## src/rtl/branch_resolve_unit_if.sv

```systemverilog
// Bus between the EX stage and the branch resolve unit. The master side is the
// pipeline/comparator environment; the slave side is branch_resolve_unit.
interface branch_resolve_unit_if #(
    parameter int CNT_W = 16
);
    logic             stall_i;
    logic             valid_ex_i;
    logic             is_branch_i;
    logic             is_jal_i;
    logic             is_jalr_i;
    logic [2:0]       funct3_i;
    logic             br_less_i;
    logic             br_equal_i;
    logic [31:0]      target_i;
    logic             br_unsigned_o;
    logic             redirect_o;
    logic [31:0]      redirect_pc_o;
    logic             flush_o;
    logic             illegal_o;
    logic [CNT_W-1:0] br_count_o;
    logic [CNT_W-1:0] taken_count_o;

    modport master (
        output stall_i, valid_ex_i, is_branch_i, is_jal_i, is_jalr_i, funct3_i,
               br_less_i, br_equal_i, target_i,
        input  br_unsigned_o, redirect_o, redirect_pc_o, flush_o, illegal_o,
               br_count_o, taken_count_o
    );

    modport slave (
        input  stall_i, valid_ex_i, is_branch_i, is_jal_i, is_jalr_i, funct3_i,
               br_less_i, br_equal_i, target_i,
        output br_unsigned_o, redirect_o, redirect_pc_o, flush_o, illegal_o,
               br_count_o, taken_count_o
    );
endinterface

```

## src/rtl/branch_resolve_unit.sv

```systemverilog
// Branch resolve unit: decides branch/jump outcome in EX, issues a registered
// PC redirect and holds a pipeline flush for FLUSH_CYCLES cycles afterwards
// (static predict-not-taken). Keeps saturating resolved/taken branch counters.
module branch_resolve_unit #(
    parameter int FLUSH_CYCLES = 2,
    parameter int CNT_W        = 16
) (
    input  logic                 clk_i,
    input  logic                 rst_ni,
    branch_resolve_unit_if.slave bus
);
    typedef enum logic {
        IDLE,
        FLUSH
    } state_e;

    localparam logic [CNT_W-1:0] CNT_MAX    = '1;
    localparam logic [2:0]       FLUSH_INIT = 3'(FLUSH_CYCLES - 1);

    state_e           state_q, state_d;
    logic [2:0]       flush_cnt_q, flush_cnt_d;
    logic             redirect_q, redirect_d;
    logic [31:0]      redirect_pc_q, redirect_pc_d;
    logic             illegal_q, illegal_d;
    logic [CNT_W-1:0] br_count_q, br_count_d;
    logic [CNT_W-1:0] taken_count_q, taken_count_d;

    logic cond;
    logic funct3_illegal;
    logic fire;
    logic is_jump;
    logic take;
    logic count_en;

    // Comparator select: unsigned compare only for BLTU/BGEU.
    assign bus.br_unsigned_o = (bus.funct3_i == 3'b110) || (bus.funct3_i == 3'b111);

    // Branch condition from comparator flags and funct3.
    always_comb begin
        cond           = 1'b0;
        funct3_illegal = 1'b0;
        case (bus.funct3_i)
            3'b000:  cond = bus.br_equal_i;
            3'b001:  cond = !bus.br_equal_i;
            3'b100:  cond = bus.br_less_i;
            3'b101:  cond = !bus.br_less_i;
            3'b110:  cond = bus.br_less_i;
            3'b111:  cond = !bus.br_less_i;
            default: funct3_illegal = 1'b1;
        endcase
    end

    // Decision: only a valid, unstalled instruction seen while not flushing counts.
    always_comb begin
        fire     = bus.valid_ex_i && !bus.stall_i && (state_q == IDLE);
        is_jump  = bus.is_jal_i || bus.is_jalr_i;
        take     = fire && (is_jump || (bus.is_branch_i && cond));
        count_en = fire && bus.is_branch_i && !funct3_illegal && !is_jump;
    end

    // FSM next state: a take starts a flush window timed by a down-counter.
    always_comb begin
        state_d     = state_q;
        flush_cnt_d = flush_cnt_q;
        case (state_q)
            IDLE: begin
                if (take) begin
                    state_d     = FLUSH;
                    flush_cnt_d = FLUSH_INIT;
                end
            end
            FLUSH: begin
                if (flush_cnt_q == 3'd0) begin
                    state_d = IDLE;
                end else begin
                    flush_cnt_d = flush_cnt_q - 3'd1;
                end
            end
            default: state_d = IDLE;
        endcase
    end

    // Redirect, illegal pulse and saturating statistics next values.
    always_comb begin
        redirect_d    = take;
        redirect_pc_d = redirect_pc_q;
        illegal_d     = fire && bus.is_branch_i && funct3_illegal;
        br_count_d    = br_count_q;
        taken_count_d = taken_count_q;
        if (take) begin
            redirect_pc_d = bus.is_jalr_i ? {bus.target_i[31:1], 1'b0} : bus.target_i;
        end
        if (count_en && (br_count_q != CNT_MAX)) begin
            br_count_d = br_count_q + CNT_W'(1);
        end
        if (count_en && cond && (taken_count_q != CNT_MAX)) begin
            taken_count_d = taken_count_q + CNT_W'(1);
        end
    end

    // State and output registers; reset aborts any flush in progress.
    always_ff @(posedge clk_i or negedge rst_ni) begin
        if (!rst_ni) begin
            state_q       <= IDLE;
            flush_cnt_q   <= 3'd0;
            redirect_q    <= 1'b0;
            redirect_pc_q <= 32'd0;
            illegal_q     <= 1'b0;
            br_count_q    <= '0;
            taken_count_q <= '0;
        end else begin
            state_q       <= state_d;
            flush_cnt_q   <= flush_cnt_d;
            redirect_q    <= redirect_d;
            redirect_pc_q <= redirect_pc_d;
            illegal_q     <= illegal_d;
            br_count_q    <= br_count_d;
            taken_count_q <= taken_count_d;
        end
    end

    assign bus.redirect_o    = redirect_q;
    assign bus.redirect_pc_o = redirect_pc_q;
    assign bus.flush_o       = (state_q == FLUSH);
    assign bus.illegal_o     = illegal_q;
    assign bus.br_count_o    = br_count_q;
    assign bus.taken_count_o = taken_count_q;
endmodule
```

## src/flat_wrapper.sv

```systemverilog
// flat-port wrapper written by rule: the top's interface ports become plain ports
module branch_resolve_unit_flat 
#(
    parameter int FLUSH_CYCLES = 2,
    parameter int CNT_W        = 16
)
  (clk_i, rst_ni, bus_stall_i, bus_valid_ex_i, bus_is_branch_i, bus_is_jal_i, bus_is_jalr_i, bus_funct3_i, bus_br_less_i, bus_br_equal_i, bus_target_i, bus_br_unsigned_o, bus_redirect_o, bus_redirect_pc_o, bus_flush_o, bus_illegal_o, bus_br_count_o, bus_taken_count_o);
  branch_resolve_unit_if #(.CNT_W(CNT_W)) bus_i ();
  input  logic clk_i;
  input  logic rst_ni;
  input wire logic [$bits(bus_i.stall_i)-1:0] bus_stall_i;
  input wire logic [$bits(bus_i.valid_ex_i)-1:0] bus_valid_ex_i;
  input wire logic [$bits(bus_i.is_branch_i)-1:0] bus_is_branch_i;
  input wire logic [$bits(bus_i.is_jal_i)-1:0] bus_is_jal_i;
  input wire logic [$bits(bus_i.is_jalr_i)-1:0] bus_is_jalr_i;
  input wire logic [$bits(bus_i.funct3_i)-1:0] bus_funct3_i;
  input wire logic [$bits(bus_i.br_less_i)-1:0] bus_br_less_i;
  input wire logic [$bits(bus_i.br_equal_i)-1:0] bus_br_equal_i;
  input wire logic [$bits(bus_i.target_i)-1:0] bus_target_i;
  output wire logic [$bits(bus_i.br_unsigned_o)-1:0] bus_br_unsigned_o;
  output wire logic [$bits(bus_i.redirect_o)-1:0] bus_redirect_o;
  output wire logic [$bits(bus_i.redirect_pc_o)-1:0] bus_redirect_pc_o;
  output wire logic [$bits(bus_i.flush_o)-1:0] bus_flush_o;
  output wire logic [$bits(bus_i.illegal_o)-1:0] bus_illegal_o;
  output wire logic [$bits(bus_i.br_count_o)-1:0] bus_br_count_o;
  output wire logic [$bits(bus_i.taken_count_o)-1:0] bus_taken_count_o;
  assign bus_i.stall_i = bus_stall_i;
  assign bus_i.valid_ex_i = bus_valid_ex_i;
  assign bus_i.is_branch_i = bus_is_branch_i;
  assign bus_i.is_jal_i = bus_is_jal_i;
  assign bus_i.is_jalr_i = bus_is_jalr_i;
  assign bus_i.funct3_i = bus_funct3_i;
  assign bus_i.br_less_i = bus_br_less_i;
  assign bus_i.br_equal_i = bus_br_equal_i;
  assign bus_i.target_i = bus_target_i;
  assign bus_br_unsigned_o = bus_i.br_unsigned_o;
  assign bus_redirect_o = bus_i.redirect_o;
  assign bus_redirect_pc_o = bus_i.redirect_pc_o;
  assign bus_flush_o = bus_i.flush_o;
  assign bus_illegal_o = bus_i.illegal_o;
  assign bus_br_count_o = bus_i.br_count_o;
  assign bus_taken_count_o = bus_i.taken_count_o;
  branch_resolve_unit #(.FLUSH_CYCLES(FLUSH_CYCLES), .CNT_W(CNT_W)) u_core (.clk_i(clk_i), .rst_ni(rst_ni), .bus(bus_i));
endmodule
```

## config.mk

```make
export PLATFORM = sky130hd
export DESIGN_NAME = branch_resolve_unit_flat
export DESIGN_NICKNAME = d
export VERILOG_FILES = /design/src/rtl/branch_resolve_unit_if.sv /design/src/rtl/branch_resolve_unit.sv /design/src/flat_wrapper.sv
export SDC_FILE = /design/constraint.sdc
export NUM_CORES = 1
export LEC_CHECK = 0
export CAP_MARGIN = 20
export CORE_MARGIN = 3
export CORE_UTILIZATION = 48
export DETAILED_ROUTE_END_ITERATION = 12
export HOLD_SLACK_MARGIN = 0.06
export PLACE_DENSITY = 0.85
export SYNTH_ARGS = -nofsm -noshare
export SYNTH_HDL_FRONTEND = slang
export SYNTH_SLANG_ARGS = --single-unit
```

## constraint.sdc

```tcl
create_clock -name clk_i -period 2.65 [get_ports clk_i]
set_input_delay 0.3975 -clock clk_i [delete_from_list [all_inputs] [get_ports clk_i]]
set_output_delay 0.3975 -clock clk_i [all_outputs]
set_load 0.005 [all_outputs]
```

# Yosys cells after proc, flatten, opt, wreduce, memory -nomap -nowiden
# Cells that the tools add are included.
# classes
n_mux	9
n_reduce_logical	24
bitwise	1
eq_ne	9
addsub	3
# op_table
operator	n
16-bit by 1-bit adder with 16-bit output, second input constant	2
16-bit inequality test, second input constant	2
3-bit equality test, second input constant	4
1-bit logical AND	11
3-bit logical NOT	2
3-bit two-way mux	2
3-bit one-hot mux with 2 select lines	1
6-bit OR reduction	1
1-bit logical NOT	4
1-bit two-way mux	4
1-bit one-hot mux with 4 select lines	1
2-bit OR reduction	2
3-bit by 1-bit equality test with 1-bit output, second input constant	1
1-bit logical OR	3
3-bit by 1-bit subtractor with 3-bit output, second input constant	1
2-bit by 1-bit inequality test with 1-bit output, second input constant	1
2-bit inequality test, second input constant	1
1-bit one-hot mux with 2 select lines	1
2-bit AND reduction	1
1-bit NOT	1
# totals
output_inout_bits	68
register_bits	70

# Depth between registers and ports, before layout
# depth
depth_word	8
depth_mapped	6

# Least setup slack after synthesis
# OpenSTA, ideal clock, no wires.
# synth_path
kind	input to register
start	input bus_funct3_i[0]
end	register u_core.redirect_pc_q[10] (netlist: u_core.bus.redirect_pc_o[10])
path_stages	5
required_time_ns	2.525
slack_ns	1.006
t_arrival_ns	1.518
setup_ns	0.125
n_path_buf	1
path_cell_list	xor2_1 -> a22oi_2 -> o22ai_4 -> buf_6 -> mux2_4
# synth_between
elab_chain_len	6
word_cells_on_any_way	12
# synth_rtl
item	line	source
from (decl)	flat_wrapper.sv:16	input wire logic [$bits(bus_i.funct3_i)-1:0] bus_funct3_i;
3-bit equality test	branch_resolve_unit.sv:42	case (bus.funct3_i)
2-bit OR reduction (no source line)	-	
1-bit one-hot mux with 4 select lines *	branch_resolve_unit.sv:42	
1-bit logical AND *	branch_resolve_unit.sv:57	take = fire && (is_jump || (bus.is_branch_i && cond));
1-bit logical OR *	branch_resolve_unit.sv:57	
1-bit logical AND *	branch_resolve_unit.sv:57	
to (signal assigned)	branch_resolve_unit.sv:115	redirect_pc_q <= redirect_pc_d;
to (decl)	branch_resolve_unit.sv:23	logic [31:0] redirect_pc_q, redirect_pc_d;
# Mark *: on every way between the ends. The rest lies on a longest branch, timed or not.
# A chain may end at the register's enable or synchronous reset.

# Worst setup path in the final report
# layout_path
start	input bus_funct3_i[2]
end	output bus_br_unsigned_o
# layout_between
elab_chain_len	2
word_cells_on_any_way	3
# layout_rtl
item	line	source
3-bit equality test	branch_resolve_unit.sv:36	assign bus.br_unsigned_o = (bus.funct3_i == 3'b110) || (bus.funct3_i == 3'b111);
1-bit logical OR *	branch_resolve_unit.sv:36	
to (decl)	flat_wrapper.sv:20	output wire logic [$bits(bus_i.br_unsigned_o)-1:0] bus_br_unsigned_o;
# Marks and branches as above.

==> results_dict.tcl <==
set metrics [dict create \
    outcome "completed" \
    grt_max_degree 41 \
    endpoint "bus_br_unsigned_o" \
    layout-drive-gt1-share_pct 18.3 \
    yosys.area.top_type "dfrtp_1" \
    cts_root_buf "clkbuf_8" \
    cellInternalPower_mw 2.81 \
    syn_inst 234 \
    async_reset_ff_share_pct 100 \
    fin_util_pct 74.6 \
    period_share_pct 75.8 \
    leakagePower_nw 1.94 \
    whs_ns 0.0910 \
    cts_tree "done" \
    hold_buffers 0 \
    rrSetupSlack_ns 0.86 \
    worstReg2RegStart "u_core.bus.taken_count_o[6]$_DFFE_PN0P_" \
    vias 2252 \
    final_cell_mix "clkdlybuf4s50_1, dfrtp_1, mux2_4, xnor2_1, nand2_1" \
    netSwitchingPower_uw 989 \
    criticalPathCategory "in -> out" \
    antenna_cells 0 \
    clk_pin_slew_ns 0.08 \
    rsz0062_at_grt "false" \
    p_per_area_nw_per_um2 831 \
    drt-total-wl_mm 7.10 \
    clock_sinks 70 \
    seqPwrFrac_pct 41.1 \
    wl_per_cell_microns 16.3 \
    die_h_microns 87.0 \
    h-tree-depth 3 \
    synthTopCellsByArea "dfrtp_1, mux2_4, xnor2_1, mux2_2, nand3_1" \
    cp.required_ns 2.25 \
    dieArea_sq_um 7570 \
    cts_setup_buffers 0 \
    startpoint "bus_funct3_i[2]" \
    hp-class "in -> async" \
    grt-ovfl-total 0 \
    startpoint_type "input pin" \
    synth_warnings 0 \
    antenna_left 0 \
    io_buffers 111 \
    crit_top_cell "clkdlybuf4s50_1" \
    fp.dieW_microns 87.0 \
    drcViolationCount 0 \
    setup_tns_ns 0 \
    relSlewSlack_pct 54.4 \
    critPathTopFamily "buffers and inverters" \
    crit_chain "clkdlybuf4s50_1 > and2_1 > clkdlybuf4s50_1" \
    antenna_found_initial 0 \
    crit_path_end_kind "primary output" \
    critPathMaxFanout 4 \
    cap_violations 0 \
    tightestPinTransition_ns 0.683 \
    ios 112 \
    ys_seq_area_share_pct 55.6 \
    first_pass_iters 4 \
    slew_viol_final 0 \
    hold_violations 0 \
    synth_area_sq_um 3150 \
    ys_seq_elements 70 \
    cp_slowest_cell "clkdlybuf4s50_1" \
    clock_power_share_pct 25.0 \
    avgSynthCellArea_sq_um 13.5 \
    rr_endpoint "u_core.bus.taken_count_o[1]$_DFFE_PN0P_" \
    synth_edf_count 0 \
    synth_nets 282 \
    grt_pass1_wl_mm 11.7 \
    reg2reg_depth 5 \
    cp_num_buf_inv 2 \
    gp_congestion 0.752 \
    floorplan.initialDensity_pct 51.3 \
    ctsResizeCount 0 \
    ys_types 34 \
    vias_per_cell 5.18 \
    crit_arrival_ns 1.61 \
    grt_pass1_vias 2368 \
    nets 403 \
    hpwl_mm 5.23 \
    grt_usage_pct 20.2 \
    setup_viol 0 \
    max_freq_ghz 0.498 \
    syn2layout_area_growth_pct 45.2 \
    core-area_sq_um 6130 \
    yosysTopAreaCellShare_pct 55.6 \
    clk_latency_ns 0.34 \
    cts_buffer_depth 2 \
    num_rows 28 \
    drt-initial-drc-count 69 \
    power.share.combinational_pct 33.9 \
    p_sw_share_pct 26.1 \
    worst-path-stages 3 \
    cts_inserted_buffers 9 \
    finClkSkew_ns 0.00912 \
    ir_drop_mv 0.595 \
    final_common_cell "clkdlybuf4s50_1" \
    cpPeakStageDelay_ns 0.57 \
    min_period_ns 2.01 \
    synth_ff_type "dfrtp_1" \
]
-- final cells by class --
type,count,area (sq um)
Clock inverter,7,96.3
Clock buffer,9,124
Tap cell,75,93.8
Inverter,5,18.8
Fill cell,411,1560
Sequential cell,70,1750
Timing Repair Buffer,114,1150
Multi-Input combinational cell,155,1330
-- through the flow --
| step | total power [mW] | setup slack, ns | instances | instance area, sq um |
|---|---|---|---|---|
| finish | 3.80 | 0.640 | 435 | 4570 |
| global route | 4.00 | 0.589 | 435 | 4570 |
| CTS | 3.84 | 0.642 | 435 | 4570 |
| detailed placement | 2.88 | 0.339 | 419 | 4350 |
| global placement | 2.82 | 0.391 | 419 | 4350 |
| floorplan | 2.10 | 1.01 | 234 | 3150 |
-- layer usage --
layer	vias up	GRT usage, %	part of all wire (%)
met3	9	3.41	5.2
met5	-	0	0
met1	1111	24.5	40
met4	0	10.3	1.6
met2	66	34.5	53
li1	1066	-	-
-- cells in the mapped netlist (all sizes together), types with 2 or more instances --
cell	number
inv	5
nor4	2
a21oi	3
buf	4
a211oi	3
nor3	3
and3	8
xor2	7
nand2	18
mux2	34
ha	4
nand4	11
dfrtp	70
nand3	14
o22ai	3
and2	3
xnor2	23
nor2	10
nand2b	2
-- flip-flops by register name (all words and copies together), names as in the netlist --
signal and count:
u_core.bus.redirect_pc_o 32, u_core.bus.redirect_o 1, u_core.flush_cnt_q 3, u_core.bus.flush_o 1
u_core.bus.illegal_o 1, u_core.bus.taken_count_o 16, u_core.bus.br_count_o 16
-- power groups by stage --
stage | Sequential (mW) | Clock, mW | Combinational, mW
2_1_floorplan | 1.57 | 0 | 0.532
3_3_place_gp | 1.56 | 0 | 1.26
3_5_place_dp | 1.57 | 0 | 1.30
4_1_cts | 1.56 | 0.968 | 1.31
5_1_grt | 1.60 | 1.02 | 1.38
6_report | 1.56 | 0.951 | 1.29
-- kinds of logic after synthesis --
| group | count (synthesis) | share of synthesized area [%] |
|---|---|---|
| adder cells (fa/ha/maj) | 4 | 1.59 |
| buffers and inverters | 9 | 2.03 |
| XOR/XNOR | 30 | 8.35 |
| flip-flops | 70 | 55.6 |
| AND/OR/NAND/NOR | 75 | 13.8 |
| multiplexers | 34 | 15.1 |
| AO/OA/AOI/OAI | 12 | 3.42 |
-- how the worst min path moves through the flow --
stage / endpoint / slack [ns] / cells after the start
global route: u_core.bus.redirect_pc_o[17]$_DFFE_PN0P_ / 0.14 / 1
floorplan: u_core.bus.br_count_o[0]$_DFFE_PN0P_ / 0.10 / 0
global placement: u_core.bus.redirect_pc_o[21]$_DFFE_PN0P_ / 0.47 / 1
finish: u_core.bus.redirect_pc_o[17]$_DFFE_PN0P_ / 0.09 / 1
CTS: u_core.bus.redirect_pc_o[17]$_DFFE_PN0P_ / 0.11 / 1
detailed placement: u_core.bus.redirect_pc_o[17]$_DFFE_PN0P_ / 0.48 / 1
(Power assumes the default switching activity.)
